### src/rtl/pid_pkg.sv
// Types and constants shared across the PID controller slice, including
// the complementary PWM output stage.
package pid_pkg;

  typedef enum logic {
    IDLE = 1'b0,
    RUN  = 1'b1
  } pwm_state_t;

  localparam int PWM_PERIOD       = 255;
  localparam int DEFAULT_DEADTIME = 4;

endpackage

### src/rtl/pwm_generator_if.sv
// Control and gate-drive signals between the PID controller and the PWM generator.
interface pwm_generator_if #(
  parameter int PRESCALE_W = 8
);

  logic                  enable;
  logic [7:0]            duty;
  logic                  duty_valid;
  logic [PRESCALE_W-1:0] prescale;
  logic                  pwm_hi;
  logic                  pwm_lo;
  logic                  period_start;

  modport master (
    output enable, duty, duty_valid, prescale,
    input  pwm_hi, pwm_lo, period_start
  );

  modport slave (
    input  enable, duty, duty_valid, prescale,
    output pwm_hi, pwm_lo, period_start
  );

endinterface

### src/rtl/pwm_deadtime.sv
// Turns raw PWM into a non-overlapping high/low gate pair, holding both gates
// off for DEADTIME clocks after every raw transition.
module pwm_deadtime
  import pid_pkg::*;
#(
  parameter int DEADTIME = DEFAULT_DEADTIME
) (
  input  logic clk,
  input  logic rst_n,
  input  logic clear,
  input  logic raw,
  output logic pwm_hi,
  output logic pwm_lo
);

  localparam int            CW        = (DEADTIME < 1) ? 1 : $clog2(DEADTIME + 1);
  localparam logic [CW-1:0] DEAD_LOAD = CW'(DEADTIME);
  localparam logic [CW-1:0] ONE       = CW'(1);

  logic [CW-1:0] dead_cnt;
  logic          raw_q;
  logic          armed;
  logic          raw_edge;

  // The first running cycle after a clear counts as an edge, so entry gets
  // the same dead interval as any other transition.
  assign raw_edge = !armed || (raw != raw_q);

  // Gates switch on from the cycle where the counter is about to hit zero,
  // which gives exactly DEADTIME off-cycles between the two gates.
  always_ff @(posedge clk or negedge rst_n) begin
    if (!rst_n) begin
      dead_cnt <= '0;
      raw_q    <= 1'b0;
      armed    <= 1'b0;
      pwm_hi   <= 1'b0;
      pwm_lo   <= 1'b0;
    end else if (clear) begin
      dead_cnt <= DEAD_LOAD;
      raw_q    <= 1'b0;
      armed    <= 1'b0;
      pwm_hi   <= 1'b0;
      pwm_lo   <= 1'b0;
    end else if (raw_edge) begin
      dead_cnt <= DEAD_LOAD;
      raw_q    <= raw;
      armed    <= 1'b1;
      pwm_hi   <= (DEADTIME == 0) && raw;
      pwm_lo   <= (DEADTIME == 0) && !raw;
    end else begin
      if (dead_cnt != '0) begin
        dead_cnt <= dead_cnt - ONE;
      end
      pwm_hi <= (dead_cnt <= ONE) && raw;
      pwm_lo <= (dead_cnt <= ONE) && !raw;
    end
  end

endmodule

### src/rtl/pwm_generator.sv
// Converts the PID control word into complementary PWM gates with a prescaled
// 255-tick period and duty double-buffered to period boundaries.
module pwm_generator
  import pid_pkg::*;
#(
  parameter int DEADTIME   = DEFAULT_DEADTIME,
  parameter int PRESCALE_W = 8
) (
  input logic           clk,
  input logic           rst_n,
  pwm_generator_if.slave bus
);

  localparam logic [7:0] LAST_COUNT = 8'(PWM_PERIOD - 1);

  pwm_state_t            state;
  pwm_state_t            next_state;
  logic [PRESCALE_W-1:0] presc_cnt;
  logic [7:0]            period_cnt;
  logic [7:0]            shadow;
  logic [7:0]            active;
  logic [7:0]            load_duty;
  logic                  tick;
  logic                  wrap;
  logic                  raw;
  logic                  clear;
  logic                  period_start;
  logic                  gate_hi;
  logic                  gate_lo;

  // A strobe on a load cycle bypasses the shadow so the new value is not lost.
  assign load_duty = bus.duty_valid ? bus.duty : shadow;
  assign tick      = (state == RUN) && (presc_cnt == bus.prescale);
  assign wrap      = tick && (period_cnt == LAST_COUNT);
  assign raw       = (state == RUN) && (period_cnt < active);
  assign clear     = (state != RUN) || !bus.enable;

  always_ff @(posedge clk or negedge rst_n) begin
    if (!rst_n) begin
      state <= IDLE;
    end else begin
      state <= next_state;
    end
  end

  always_comb begin
    next_state = state;
    case (state)
      IDLE:    if (bus.enable)  next_state = RUN;
      RUN:     if (!bus.enable) next_state = IDLE;
      default: next_state = IDLE;
    endcase
  end

  always_ff @(posedge clk or negedge rst_n) begin
    if (!rst_n) begin
      shadow <= '0;
    end else if (bus.duty_valid) begin
      shadow <= bus.duty;
    end
  end

  // Disabling drops everything on the next edge; no drain to the period end.
  always_ff @(posedge clk or negedge rst_n) begin
    if (!rst_n) begin
      presc_cnt    <= '0;
      period_cnt   <= '0;
      active       <= '0;
      period_start <= 1'b0;
    end else begin
      period_start <= 1'b0;
      if (next_state == IDLE) begin
        presc_cnt  <= '0;
        period_cnt <= '0;
      end else if (state == IDLE) begin
        presc_cnt    <= '0;
        period_cnt   <= '0;
        active       <= load_duty;
        period_start <= 1'b1;
      end else begin
        presc_cnt <= tick ? '0 : presc_cnt + PRESCALE_W'(1);
        if (tick) begin
          period_cnt <= wrap ? '0 : period_cnt + 8'd1;
        end
        if (wrap) begin
          active       <= load_duty;
          period_start <= 1'b1;
        end
      end
    end
  end

  pwm_deadtime #(
    .DEADTIME(DEADTIME)
  ) u_deadtime (
    .clk    (clk),
    .rst_n  (rst_n),
    .clear  (clear),
    .raw    (raw),
    .pwm_hi (gate_hi),
    .pwm_lo (gate_lo)
  );

  assign bus.pwm_hi       = gate_hi;
  assign bus.pwm_lo       = gate_lo;
  assign bus.period_start = period_start;

endmodule

### src/flat_wrapper.sv
// flat-port wrapper written by rule: the top's interface ports become plain ports
module pwm_generator_flat import pid_pkg::*;
#(
  parameter int DEADTIME   = DEFAULT_DEADTIME,
  parameter int PRESCALE_W = 8
)
  (clk, rst_n, bus_enable, bus_duty, bus_duty_valid, bus_prescale, bus_pwm_hi, bus_pwm_lo, bus_period_start);
  pwm_generator_if #(.PRESCALE_W(PRESCALE_W)) bus_i ();
  input logic clk;
  input logic rst_n;
  input wire logic [$bits(bus_i.enable)-1:0] bus_enable;
  input wire logic [$bits(bus_i.duty)-1:0] bus_duty;
  input wire logic [$bits(bus_i.duty_valid)-1:0] bus_duty_valid;
  input wire logic [$bits(bus_i.prescale)-1:0] bus_prescale;
  output wire logic [$bits(bus_i.pwm_hi)-1:0] bus_pwm_hi;
  output wire logic [$bits(bus_i.pwm_lo)-1:0] bus_pwm_lo;
  output wire logic [$bits(bus_i.period_start)-1:0] bus_period_start;
  assign bus_i.enable = bus_enable;
  assign bus_i.duty = bus_duty;
  assign bus_i.duty_valid = bus_duty_valid;
  assign bus_i.prescale = bus_prescale;
  assign bus_pwm_hi = bus_i.pwm_hi;
  assign bus_pwm_lo = bus_i.pwm_lo;
  assign bus_period_start = bus_i.period_start;
  pwm_generator #(.DEADTIME(DEADTIME), .PRESCALE_W(PRESCALE_W)) u_core (.clk(clk), .rst_n(rst_n), .bus(bus_i));
endmodule
### config.mk
export PLATFORM = sky130hd
export DESIGN_NAME = pwm_generator_flat
export DESIGN_NICKNAME = d
export VERILOG_FILES = /design/src/rtl/pid_pkg.sv /design/src/rtl/pwm_generator_if.sv /design/src/rtl/pwm_deadtime.sv /design/src/rtl/pwm_generator.sv /design/src/flat_wrapper.sv
export SDC_FILE = /design/constraint.sdc
export NUM_CORES = 1
export LEC_CHECK = 0
export BUFFER_PORTS_ARGS = -buffer_cell sky130_fd_sc_hd__buf_2
export CAP_MARGIN = 25
export CORE_UTILIZATION = 35
export DETAILED_ROUTE_END_ITERATION = 12
export RECOVER_POWER = 25
export SLEW_MARGIN = 30
export SYNTH_ARGS = -nofsm -noshare
export SYNTH_HDL_FRONTEND = slang
export SYNTH_SLANG_ARGS = --single-unit
### constraint.sdc
create_clock -name clk -period 1.7 [get_ports clk]
set_clock_uncertainty 0.15 [all_clocks]
set_input_delay 0.085 -clock clk [delete_from_list [all_inputs] [get_ports clk]]
set_output_delay 0.085 -clock clk [all_outputs]
set_load 0.02 [all_outputs]
* Word level (Yosys, flattened, before mapping) *
Index checks and enable logic that the tools add are counted.

storage, ports and cells
  bits in registers = 41
  output and inout bits = 3

cells by class
  add/subtract/negate cells = 3
  magnitude comparators = 2
  eq/ne operators = 5
  muxes and demuxes = 25
  bitwise operators = 1
  reduce and logical (&&, ||, !) cells = 14

operators with widths
  cell                   count
  $mux W8                10
  $add A8 B1 Y8 const B  2
  $mux W1                12
  $mux W3                3
  $eq A8 B8 Y1           1
  $eq A8 B8 Y1 const B   1
  $lt A8 B8 Y1           1
  $reduce_bool A3 Y1     2
  $logic_and A1 B1 Y1    5
  $le A3 B1 Y1 const B   1
  $logic_not A1 Y1       3
  $ne A3 B3 Y1 const B   1
  $sub A3 B1 Y3 const B  1
  $logic_or A1 B1 Y1     2
  $ne A2 B2 Y1 const B   1
  $reduce_and A2 Y1      1
  $reduce_bool A2 Y1     1
  $ne A1 B1 Y1           1
  $not A1 Y1             1

* Depth between registers and ports, before layout *
Gate-level depths: netlist of the first run.

  depth after elaboration = 7
  gate-level depth with buffers = 7
  mapped depth without buffers = 6

* By module *
Synthesis of the first run repeated with hierarchy kept, for this count alone.

second synthesis, totals
  cells, all modules = 187
  area, all modules = 2047.0 um2

modules (own cells, without submodules)
  module         instances  cells an instance  area each (um2)  sequential area each (um2)
  pwm_generator  1          160                1724.2           850.8
  pwm_deadtime   1          27                 322.8            175.2

* Least setup slack after synthesis of the first run *
No wires, ideal clock.

  kind = register to register
  from = register u_core.period_cnt[3]
  to = register u_core.u_deadtime.dead_cnt[0]
  data arrival time = 1.663 ns
  required time = 1.471 ns
  setup slack = -0.192 ns
  cell stages (with the launch flop) = 6
  buffers on the path = 0
  period minus slack after synthesis = 1.892 ns
  cells stage by stage = dfrtp_1 > ha_1 > a211oi_1 > o21ai_1 > a221oi_2 > mux2i_1

on the way
  longest elaborated chain between the ends = 6

ends and longest elaborated chain
  item                      RTL line             text
  start: declaration        pwm_generator.sv:19  logic [7:0] period_cnt;
  start signal: assignment  pwm_generator.sv:83  period_cnt <= wrap ? '0 : period_cnt + 8'd1;
  $lt A8 B8 Y1 *            pwm_generator.sv:35  assign raw = (state == RUN) && (period_cnt < active);
  $logic_and A1 B1 Y1 *     pwm_generator.sv:35
  $ne A1 B1 Y1 *            pwm_deadtime.sv:27   assign raw_edge = !armed || (raw != raw_q);
  $logic_or A1 B1 Y1 *      pwm_deadtime.sv:27
  $mux W3                   pwm_deadtime.sv:44   end else if (raw_edge) begin
  $mux W3                   pwm_deadtime.sv:38   end else if (clear) begin
  end signal: assignment    pwm_deadtime.sv:52   dead_cnt <= dead_cnt - ONE;
  end: declaration          pwm_deadtime.sv:20   logic [CW-1:0] dead_cnt;

Every way passes the cells marked *; elsewhere a longest branch is shown, timed or not.
A chain may end at the register's enable or synchronous reset.

* Final worst setup path of the first run *
  from = register u_core.presc_cnt[0]
  to = register u_core.active[3]

on the way
  longest elaborated chain between the ends = 5

ends and longest elaborated chain
  item                                RTL line             text
  start: declaration                  pwm_generator.sv:18  logic [PRESCALE_W-1:0] presc_cnt;
  start signal: assignment            pwm_generator.sv:81  presc_cnt <= tick ? '0 : presc_cnt + PRESCALE_W'(1);
  $eq A8 B8 Y1                        pwm_generator.sv:33  assign tick = (state == RUN) && (presc_cnt == bus.prescale);
  $logic_and A1 B1 Y1                 pwm_generator.sv:33
  $logic_and A1 B1 Y1                 pwm_generator.sv:34  assign wrap = tick && (period_cnt == LAST_COUNT);
  $ne A2 B2 Y1 (no source line)       -
  $reduce_and A2 Y1 (no source line)  -
  end signal: assignment              pwm_generator.sv:78  active <= load_duty;
  end signal: assignment              pwm_generator.sv:86  active <= load_duty;
  end: declaration                    pwm_generator.sv:21  logic [7:0] active;

Every way passes these cells.

==> reports/metrics.cfg, run 1 <==
[sta]
fin_crit_sh_pct=107
finalSetupViolCount=29
clock.fmax_mhz=548
relSlewSlack_pct=50.7
drv_slew=0
rsz0062_at_grt=yes
tns_ps=-2010
whs_ps=91.5
setup_ws_ps=-124
period_needed_ps=1820
max_slew.worst_pin.slew_ps=737
hold_viol_final=0

[routing]
vias=2218
viasPerCell=5.49
ant_nets=0
drt_first_iter_violations=232
routed_wl_um=6710
drt_first_pass_iters=4
remaining_drc_errors=0
wl_per_cell_um=16.6

[critical_path]
cp_data_required_time_ps=1760
cp.buffers_inverters=1
r2r-start=u_core.presc_cnt[0]$_DFF_PN0_
crit_chain=xnor2_4 > buf_4 > nand4_4 > or4_1 > o211ai_1
critical_path_arrival_ps=1890
worst_setup_path_end_kind=flip-flop
critPathKind=reg2reg
start_kind=flip-flop
worstSetupStartpoint=u_core.presc_cnt[0]$_DFF_PN0_
path_delay_family=simple AND/OR/NAND/NOR gates
slowest_stage=or4_1
crit_path_max_incr_delay_ps=480
r2r_setup_slack_ps=-120
cp_max_fo=4

[logic_synthesis]
yosys.area_share.simple_pct=20.0
syn_nets=274
synth_cells=242
synth-xor-area-share_pct=6.92
yosysWarnings=0
synth-main-ff-cell=dfrtp_1
synth.area.mux_share_pct=5.79
ys_ff_latch=41
syn_area_mm2=0.00244
synth.yosys.seq_area_share_pct=42.0
synth_top_family_by_area=simple AND/OR/NAND/NOR gates
async_reset_ff_share_pct=100
avgSynthCellArea_um2=10.1
synthAdderAreaFrac_pct=6.15
synth-edff-count=0
synth_cell_types=43
synth_compound_area_share_pct=14.7

[cells_and_area]
drive_above_1_share_pct=43.8
nets=355
diodes=0
postLayoutCoreUtil_pct=53.5
area_growth_pct=48.1

[pwr]
power.share.switching_pct=25.8
p_int_mw=1.68
power.density_mw_per_mm2=626
comb_power_share_pct=17.0
power_mw=2.26
seqPwrFrac_pct=46.1
p_leak_nw=1.55
vdd_ir_drop_max_v=0.000414
p_clk_share_pct=36.9
switchingPower_uw=584

[clock_network]
clockBufferDepth=2
cts_tree=built
cts_root_buf=clkbuf_8
clk-insertion-delay-late_ps=300
clk_pin_slew_ps=80
h-tree-depth=2
clkSinkCount=41
cts_made_buffers=5

[place]
portBuffers=22
dp_slack_ps=-137
place_hpwl_um=4220
gp_congestion=0.803

[global_routing]
grt_max_degree=22
grt_pass1_vias=2229
grt_pass1_wl_um=10500
overflow=0
grt_use_total_pct=18.4
antenna_found_initial=0

[outcome]
violations=negative setup slack
status=complete, but fails checks

[floorplan]
io_pins=23
fp.dieH_um=85.5
rows=30
start_util_pct=36.1
core_mm2=0.00676
dieWidth_um=85.5
dieArea_mm2=0.00731

[run]
max_cap_viol_count=0

[worst_hold_path]
hp-class=in2reg
hold_start=bus_duty_valid

[logic make-up after synthesis]
| group | count (synthesis) |
|---|---|
| DFF | 41 |
| buffers and inverters | 24 |
| and+or+nand+nor | 85 |
| adders and majority gates | 12 |
| AOI/OAI and AO/OA | 52 |
| muxes | 13 |
| xor gates and xnor gates | 15 |
[layout by cell type (no fill, tap or decap), types with 3 or more instances in the layout]
| master | count |
|---|---|
| a21oi_1 | 13 |
| a21oi_2 | 5 |
| a221oi_1 | 5 |
| a221oi_2 | 4 |
| and3_1 | 5 |
| and4_1 | 3 |
| buf_12 | 4 |
| buf_2 | 20 |
| buf_4 | 41 |
| buf_6 | 4 |
| clkbuf_8 | 6 |
| dfrtp_1 | 39 |
| dlygate4sd3_1 | 10 |
| ha_1 | 9 |
| inv_1 | 11 |
| mux2_2 | 9 |
| mux2i_1 | 4 |
| nand2_1 | 23 |
| nand3_1 | 10 |
| nand4_4 | 3 |
| nor2_1 | 6 |
| nor3_1 | 3 |
| nor3_2 | 4 |
| nor3_4 | 3 |
| o211ai_1 | 9 |
| o21ai_1 | 3 |
| or4_1 | 5 |
| or4_4 | 5 |
| xnor2_2 | 4 |
| xnor2_4 | 4 |
| xor2_1 | 5 |
[layout make-up]
class / instances / area [um2]
Clock inverter: 1 / 30.0
Timing Repair Buffer: 83 / 672
Tap cell: 80 / 100
Multi-Input combinational cell: 179 / 1650
Clock buffer: 7 / 86.3
Sequential cell: 41 / 1030
Fill cell: 581 / 3140
Inverter: 13 / 48.8
[through the flow]
step,instance area (um2),std cells
after CTS,3390,398
after global placement,2960,375
after detailed placement,2960,375
after floorplan,2460,242
final,3620,404
after global routing,3620,404
[final timing paths]
kind | to | cells after the start
max | u_core.active[3]$_DFFE_PN0P_ | 5
min | u_core.shadow[2]$_DFF_PN0_ | 2
max reg2reg | u_core.active[3]$_DFFE_PN0P_ | 5
min reg2reg | u_core.shadow[2]$_DFF_PN0_ | 1
max in group asynchronous | u_core.presc_cnt[4]$_DFF_PN0_ | 3
min in group asynchronous | u_core.active[5]$_DFFE_PN0P_ | 2
[synthesized netlist by cell type, drive strengths merged (2+ instances only)]
cell,number,share of area [%]
a211oi,2,0.61
a21oi,19,3.9
a221oi,9,3.5
and3,7,1.8
and4,4,1.4
buf,6,1.6
clkbuf,5,0.77
dfrtp,41,42
ha,12,6.2
inv,13,2.0
mux2,9,4.2
mux2i,4,1.6
nand2,24,3.7
nand3,10,2.1
nand4,4,1.9
nand4b,2,0.72
nor2,7,1.4
nor3,10,2.1
nor3b,3,0.92
o211ai,9,2.8
o21ai,3,0.61
o31ai,3,0.92
or4,10,3.1
xnor2,10,5.1
xor2,5,1.8
[flip-flops by register name, indices dropped and copies added, names as in the netlist]
register and count:
u_core.state 1, u_core.presc_cnt 8, u_core.u_deadtime.dead_cnt 3, u_core.active 8
u_core.u_deadtime.raw_q 1, u_core.u_deadtime.armed 1, u_core.u_deadtime.pwm_lo 1, u_core.period_cnt 8
u_core.u_deadtime.pwm_hi 1, u_core.shadow 8, u_core.bus.period_start 1
[power groups by stage]
stage	registers (mW)	clock network, mW	logic, mW
after floorplan	1.06	0	0.161
after global placement	1.06	0	0.283
after detailed placement	1.06	0	0.288
after CTS	1.04	0.843	0.344
after global routing	1.05	0.887	0.415
final	1.04	0.835	0.385
[per-layer routing]
layer | vias to the layer above | wire (um) | GRT usage [%] | part of all wire, %
li1 | 1074 | - | - | -
met1 | 1091 | 2960 | 23.4 | 44
met2 | 46 | 3450 | 30.8 | 51
met3 | 7 | 230 | 3.95 | 3.4
met4 | 0 | 62 | 6.82 | 0.92
met5 | - | 0 | 0 | 0
[worst reg2reg max path: stages (launching register included)]
cell and delay, ps:
dfrtp_2 450, xnor2_4 260, buf_4 180, nand4_4 120
or4_1 480, o211ai_1 100
[timing repair]
| action | CTS | global route |
|---|---|---|
| cloned | 1 | 1 |
| hold buffers | 10 | 0 |
| setup endpoints to repair | 29 | 30 |
| resized for setup | 32 | 30 |
| endpoints found under the hold margin | 45 | 0 |
| setup buffers | 4 | 5 |
| pin swaps | 21 | 20 |
(Power assumes the default switching activity.)
==> inputs of run 2 (changes only) <==
--- a/config.mk
+++ b/config.mk
@@ -5,7 +5,7 @@
 export SDC_FILE = /design/constraint.sdc
 export NUM_CORES = 1
 export LEC_CHECK = 0
-export BUFFER_PORTS_ARGS = -buffer_cell sky130_fd_sc_hd__buf_2
+export BUFFER_PORTS_ARGS = -buffer_cell sky130_fd_sc_hd__buf_4
 export CAP_MARGIN = 25
 export CORE_UTILIZATION = 35
 export DETAILED_ROUTE_END_ITERATION = 12
==> run 2 against run 1 <==
Net effect: the run still ends with negative setup slack left; combinational power rose by 4%; critical path type unchanged; maximum frequency fell by 3.9%; highest routed layer unchanged; largest power group unchanged; critical endpoint is now u_core.active[4]$_DFFE_PN0P_; non-clock buffer count rose by 6.
==> reports/metrics.cfg, run 2 (same netlist as run 1, synthesis figures left out) <==
[cells_and_area]
layout_commonest_cell=buf_4
area_growth_pct=53.7
nets=360  ; +1.4%
diodes=0  ; unchanged
stdcell_count=409  ; +1.2%
layout_common_cells=61 x buf_4, 39 x dfrtp_1, 23 x nand2_1, 14 x a21oi_1, 12 x inv_1
drive_above_1_share_pct=45.0  ; +1.2 points
stdcell_area_mm2=0.00375  ; +3.8%
n_fill_cell=573  ; -1.4%

[pwr]
power.density_mw_per_mm2=607  ; -3.1%
p_leak_nw=1.64  ; +5.7%
power_mw=2.28  ; +0.53%
vdd_ir_drop_max_v=0.000409  ; -1.2%

[clock_network]
cts_made_buffers=5  ; unchanged
clockBufferDepth=2  ; unchanged
clk_pin_slew_ps=80  ; about the same
h-tree-depth=2  ; unchanged
clk-insertion-delay-late_ps=300  ; about the same
cts_root_buf=clkbuf_8
clkSinkCount=41  ; unchanged
cts_tree=built

[routing]
vias=2316  ; +4.4%
drt_first_pass_iters=4  ; unchanged
routed_wl_um=7150  ; +6.6%
drt_first_iter_violations=107  ; -54%
remaining_drc_errors=0  ; unchanged
viasPerCell=5.66  ; +3.1%
ant_nets=0  ; unchanged
wl_per_cell_um=17.5  ; +5.3%

[place]
gp_congestion=0.789  ; -1.7%
portBuffers=22  ; unchanged
placed_area_mm2=0.00300  ; +1.4%
place_hpwl_um=4180  ; -0.89%
dpl.cell_count=375  ; unchanged

[worst_hold_path]
hp-class=in2reg

[outcome]
status=complete, but fails checks
violations=negative setup slack

[global_routing]
grt_use_total_pct=20.3  ; +1.9 points
antenna_found_initial=0  ; unchanged
grtUsageMet1_pct=25.1  ; +1.7 points
busiest_layer=met2
grt_max_degree=42  ; +91%
overflow=0  ; unchanged
grt_pass1_vias=2379  ; +6.7%
met2_usage_pct=35.7  ; +4.9 points
grt_pass1_wl_um=11400  ; +8.9%
gr-usage-met3_pct=3.27  ; -0.67 points

[critical_path]
crit_path_max_incr_delay_ps=470  ; about the same
worst_setup_path_end_kind=flip-flop
slowest_stage=or4_4
crit_chain=xnor2_4 > nand4_4 > buf_6 > or4_4 > o211ai_1
critical_path_arrival_ps=1960  ; +70 ps
cp_max_fo=7  ; +3
cp_data_required_time_ps=1760  ; about the same
start_kind=flip-flop
critPathKind=reg2reg

[sta]
tns_ps=-3290  ; -1280 ps
hold_viol_final=0  ; unchanged
relSlewSlack_pct=28.8  ; -22 points
finalSetupViolCount=30  ; +3.4%
max_slew.worst_pin.slew_ps=1070  ; +331 ps
fin_crit_sh_pct=112  ; +4.3 points
clock.fmax_mhz=527  ; -3.9%
rsz0062_at_grt=yes
whs_ps=9.18  ; -82.3 ps
setup_ws_ps=-198  ; -73.8 ps
period_needed_ps=1900  ; +73.8 ps
drv_slew=0  ; unchanged

[floorplan]
start_util_pct=36.1  ; unchanged
dieArea_mm2=0.00731  ; unchanged
io_pins=23  ; unchanged
dieWidth_um=85.5  ; unchanged
rows=30  ; unchanged
core_mm2=0.00676  ; unchanged
fp.dieH_um=85.5  ; unchanged

[run]
max_cap_viol_count=0  ; unchanged

[run 2: changes by cell type in the layout (fill, tap and decap cells not counted), sizes merged]
cell	before	now
nand4	6	5
buf	71	76
clkbuf	9	10
[run 2: worst paths after layout]
check,from,to,slack (ps),depth (start not counted)
max,u_core.presc_cnt[6]$_DFF_PN0_,u_core.active[4]$_DFFE_PN0P_,-200,5
max reg2reg,u_core.presc_cnt[6]$_DFF_PN0_,u_core.active[4]$_DFFE_PN0P_,-200,5
min in group asynchronous,rst_n,u_core.shadow[4]$_DFF_PN0_,360,2
min reg2reg,u_core.shadow[1]$_DFF_PN0_,u_core.shadow[1]$_DFF_PN0_,370,1
max in group asynchronous,rst_n,u_core.presc_cnt[1]$_DFF_PN0_,310,2
min,bus_duty_valid,u_core.shadow[1]$_DFF_PN0_,9,2
[run 2: layout make-up]
| cell class | count | area [um2] | share of cell area (%) |
|---|---|---|---|
| multi-input combinational | 178 | 1650 | 44.0 |
| clock inverter | 1 | 30.0 | 0.800 |
| tap | 80 | 100 | 2.67 |
| inverter | 13 | 48.8 | 1.30 |
| timing repair buffer | 89 | 807 | 21.5 |
| clock buffer | 7 | 86.3 | 2.30 |
| sequential | 41 | 1030 | 27.4 |
[run 2: metal layers]
metal / wire length [um] / share of wire [%]
met4: 199 / 2.8
met2: 3630 / 51
met3: 366 / 5.1
met5: 0 / 0
met1: 2950 / 41
[run 2: worst max-delay path, delay by kind of cell, from the launching register on]
kind            cells  cell delay [ps]
simple gates        2              690
xor+xnor            1              230
buf+inv             1              190
compound gates      1              100
flops               1              460
[run 2: what timing repair did]
action | CTS | global route
hold buffers | 10 | 0
buffers inserted | 14 | 1
gates resized for setup | 22 | 55
gates cloned | 2 | 1
pin swaps | 10 | 27
endpoints found under the hold margin | 50 | 0
endpoints found under the setup margin | 29 | 31
[run 2: report_power, final]
| group | switching (mW) | internal, mW |
|---|---|---|
| Sequential | 0.0271 | 1.02 |
| Clock | 0.350 | 0.479 |
| Combinational | 0.202 | 0.200 |
| Total | 0.579 | 1.70 |
[run 2: stage by stage]
stage | setup slack, ps | utilization, %
5_1_grt | -264 | 55.5
6_report | -198 | 55.5
3_5_place_dp | -198 | 44.4
4_1_cts | -125 | 51.7
2_1_floorplan | -146 | -
3_3_place_gp | -136 | 44.4
==> inputs of run 3 (changes only) <==
--- a/config.mk
+++ b/config.mk
@@ -10,6 +10,7 @@
 export CORE_UTILIZATION = 35
 export DETAILED_ROUTE_END_ITERATION = 12
 export RECOVER_POWER = 25
+export SETUP_SLACK_MARGIN = 0.3
 export SLEW_MARGIN = 30
 export SYNTH_ARGS = -nofsm -noshare
 export SYNTH_HDL_FRONTEND = slang
==> run 3 against run 2 <==
Net effect: the flow finishes with violations (negative hold slack, negative setup slack); global-route usage is 0.49 points lower; utilization is 2.4 points lower; non-clock buffer count is 14 lower; cell count is 3.2% lower; critical endpoint is now u_core.u_deadtime.dead_cnt[2]$_DFFE_PN0P_; largest power group unchanged.
==> reports/metrics.cfg, run 3 (same netlist as run 1, synthesis figures left out) <==
[cells_and_area]
area_growth_pct=47.1
nets=347  ; -3.6%
drive_above_1_share_pct=44.9  ; -0.048 points
n_fill_cell=583  ; +1.7%
diodes=0  ; unchanged
stdcell_count=396  ; -3.2%
layout_common_cells=57 x buf_4, 38 x dfrtp_1, 23 x nand2_1, 13 x a21oi_1, 12 x inv_1
layout_commonest_cell=buf_4

[sta]
period_needed_ps=1860  ; -34.9 ps
whs_ps=-92.5  ; -102 ps
max_slew.worst_pin.slew_ps=1060  ; -4.94 ps
drv_slew=0  ; unchanged
hold_viol_final=8  ; +8
finalSetupViolCount=26  ; -13%
setup_ws_ps=-163  ; +34.9 ps
relSlewSlack_pct=29.1  ; +0.33 points
fin_crit_sh_pct=110  ; -2.1 points
clock.fmax_mhz=537  ; +1.9%
rsz0062_at_grt=yes

[critical_path]
worst_setup_path_end_kind=flip-flop
cp_max_fo=6  ; -1
r2r-start=u_core.period_cnt[1]$_DFFE_PN0P_
crit_chain=ha_1 > o211ai_1 > o21ai_1 > a221oi_2 > buf_4 > mux2i_1
critPathKind=reg2reg
r2r_cells=6  ; +1
critical_path_arrival_ps=1940  ; -20 ps
regToRegEndpoint=u_core.u_deadtime.dead_cnt[2]$_DFFE_PN0P_
path_delay_family=compound AO/OA/AOI/OAI gates
r2r_setup_slack_ps=-160  ; +30 ps
crit_path_max_incr_delay_ps=430  ; -40 ps
slowest_stage=dfrtp_1
start_kind=flip-flop
cp_data_required_time_ps=1780  ; +20 ps
cp.buffers_inverters=1  ; unchanged

[pwr]
power_mw=2.25  ; -0.98%
p_int_mw=1.68  ; -1.3%
vdd_ir_drop_max_v=0.000443  ; +8.2%
switchingPower_uw=578  ; -0.14%
power.density_mw_per_mm2=628  ; +3.5%
power.share.switching_pct=25.6  ; +0.22 points
p_clk_share_pct=37.1  ; +0.7 points
p_leak_nw=1.58  ; -3.8%
seqPwrFrac_pct=46.3  ; +0.4 points
comb_power_share_pct=16.6  ; -1.0 points

[clock_network]
clk-insertion-delay-late_ps=300  ; about the same
cts_root_buf=clkbuf_8
cts_tree=built
cts_made_buffers=5  ; unchanged
clockBufferDepth=2  ; unchanged
h-tree-depth=2  ; unchanged
clkSinkCount=41  ; unchanged
cts_hold_buf=2  ; -8
clk_pin_slew_ps=80  ; about the same

[global_routing]
grt_pass1_wl_um=11300  ; -1.5%
grt_pass1_vias=2406  ; +1.1%
grt_max_degree=42  ; unchanged
grt_use_total_pct=19.8  ; -0.49 points
antenna_found_initial=0  ; unchanged
overflow=0  ; unchanged

[worst_hold_path]
min_delay_worst_endpoint=u_core.shadow[5]$_DFF_PN0_
hold_depth=2  ; unchanged
hp-class=in2reg
hold_start=bus_duty[5]

[floorplan]
rows=30  ; unchanged
core_mm2=0.00676  ; unchanged
dieArea_mm2=0.00731  ; unchanged
start_util_pct=36.1  ; unchanged
fp.dieH_um=85.5  ; unchanged
io_pins=23  ; unchanged
dieWidth_um=85.5  ; unchanged

[routing]
remaining_drc_errors=0  ; unchanged
wl_per_cell_um=16.9  ; -3.4%
routed_wl_um=6690  ; -6.4%
drt_first_iter_violations=93  ; -13%
ant_nets=0  ; unchanged
viasPerCell=5.58  ; -1.5%
vias=2208  ; -4.7%
drt_first_pass_iters=4  ; unchanged

[outcome]
status=complete, but fails checks
violations=negative hold slack, negative setup slack

[run]
max_cap_viol_count=0  ; unchanged

[place]
gp_congestion=0.840  ; +6.6%
dp_slack_ps=-126  ; +72.0 ps
dpl.cell_count=379  ; +1.1%
place_hpwl_um=4350  ; +4.2%
portBuffers=22  ; unchanged

-- run 3: cell types whose count changed in the layout (fill, tap and decap cells not counted), moves of 4 or more --
cell	delta
a221oi_1	-7
a221oi_2	+7
buf_4	-4
dlygate4sd3_1	-8
or4_1	+5
or4_4	-5
-- run 3: worst max path at each step --
stage / slack [ps] / endpoint / start / cells past startpoint
after floorplan: -150 / u_core.u_deadtime.dead_cnt[0]$_DFFE_PN0P_ / u_core.period_cnt[3]$_DFFE_PN0P_ / 5
after global placement: -100 / u_core.u_deadtime.dead_cnt[0]$_DFFE_PN0P_ / u_core.active[3]$_DFFE_PN0P_ / 7
after global routing: -310 / u_core.u_deadtime.dead_cnt[0]$_DFFE_PN0P_ / u_core.period_cnt[1]$_DFFE_PN0P_ / 6
final: -160 / u_core.u_deadtime.dead_cnt[2]$_DFFE_PN0P_ / u_core.period_cnt[1]$_DFFE_PN0P_ / 6
after CTS: -120 / u_core.u_deadtime.dead_cnt[2]$_DFFE_PN0P_ / u_core.period_cnt[1]$_DFFE_PN0P_ / 6
after detailed placement: -130 / u_core.u_deadtime.dead_cnt[2]$_DFFE_PN0P_ / u_core.active[3]$_DFFE_PN0P_ / 7
-- run 3: through the flow --
step           setup TNS (ps)  utilization (%)  hold slack [ps]  cell area, um2
4_1_cts                 -1220             51.1             -103            3450
5_1_grt                 -4620             53.1            -87.8            3590
2_1_floorplan           -1210                -             -361            2560
6_report                -2170             53.1            -92.5            3590
3_3_place_gp             -978             46.0            -45.6            3110
3_5_place_dp            -1560             46.0            -35.5            3110
-- run 3: final cells by class --
class | instances | area, um2 | share of cell area (%)
Timing Repair Buffer | 75 | 662 | 18.4
Sequential cell | 41 | 1030 | 28.7
Tap cell | 80 | 100 | 2.79
Clock inverter | 1 | 30.0 | 0.836
Clock buffer | 7 | 86.3 | 2.40
Multi-Input combinational cell | 179 | 1630 | 45.5
Inverter | 13 | 48.8 | 1.36
-- run 3: power by group through the flow --
stage               logic, mW  clock network [mW]  registers, mW
floorplan               0.168                   0           1.06
global placement        0.299                   0           1.06
detailed placement      0.308                   0           1.06
CTS                     0.350               0.857           1.04
global route            0.411               0.887           1.05
finish                  0.374               0.836           1.04
-- run 3: worst reg2reg max path: stages, from the launching register on --
cell	delay, ps
dfrtp_1	430
ha_1	290
o211ai_1	190
o21ai_1	110
a221oi_2	270
buf_4	190
mux2i_1	180
-- run 3: layer usage --
metal | wire length [um] | global-route usage (%) | vias up
met3 | 277 | 3.95 | 17
li1 | - | - | 1055
met1 | 2880 | 24.1 | 1076
met2 | 3350 | 33.8 | 60
met5 | 0 | 0 | -
met4 | 178 | 9.24 | 0
-- run 3: repair_timing --
item,4_1_cts,5_1_grt
hold endpoints to repair,50,8
resized for setup,32,19
buffers inserted,2,2
gates cloned,2,1
pin swaps,26,6
setup endpoints to repair,31,31
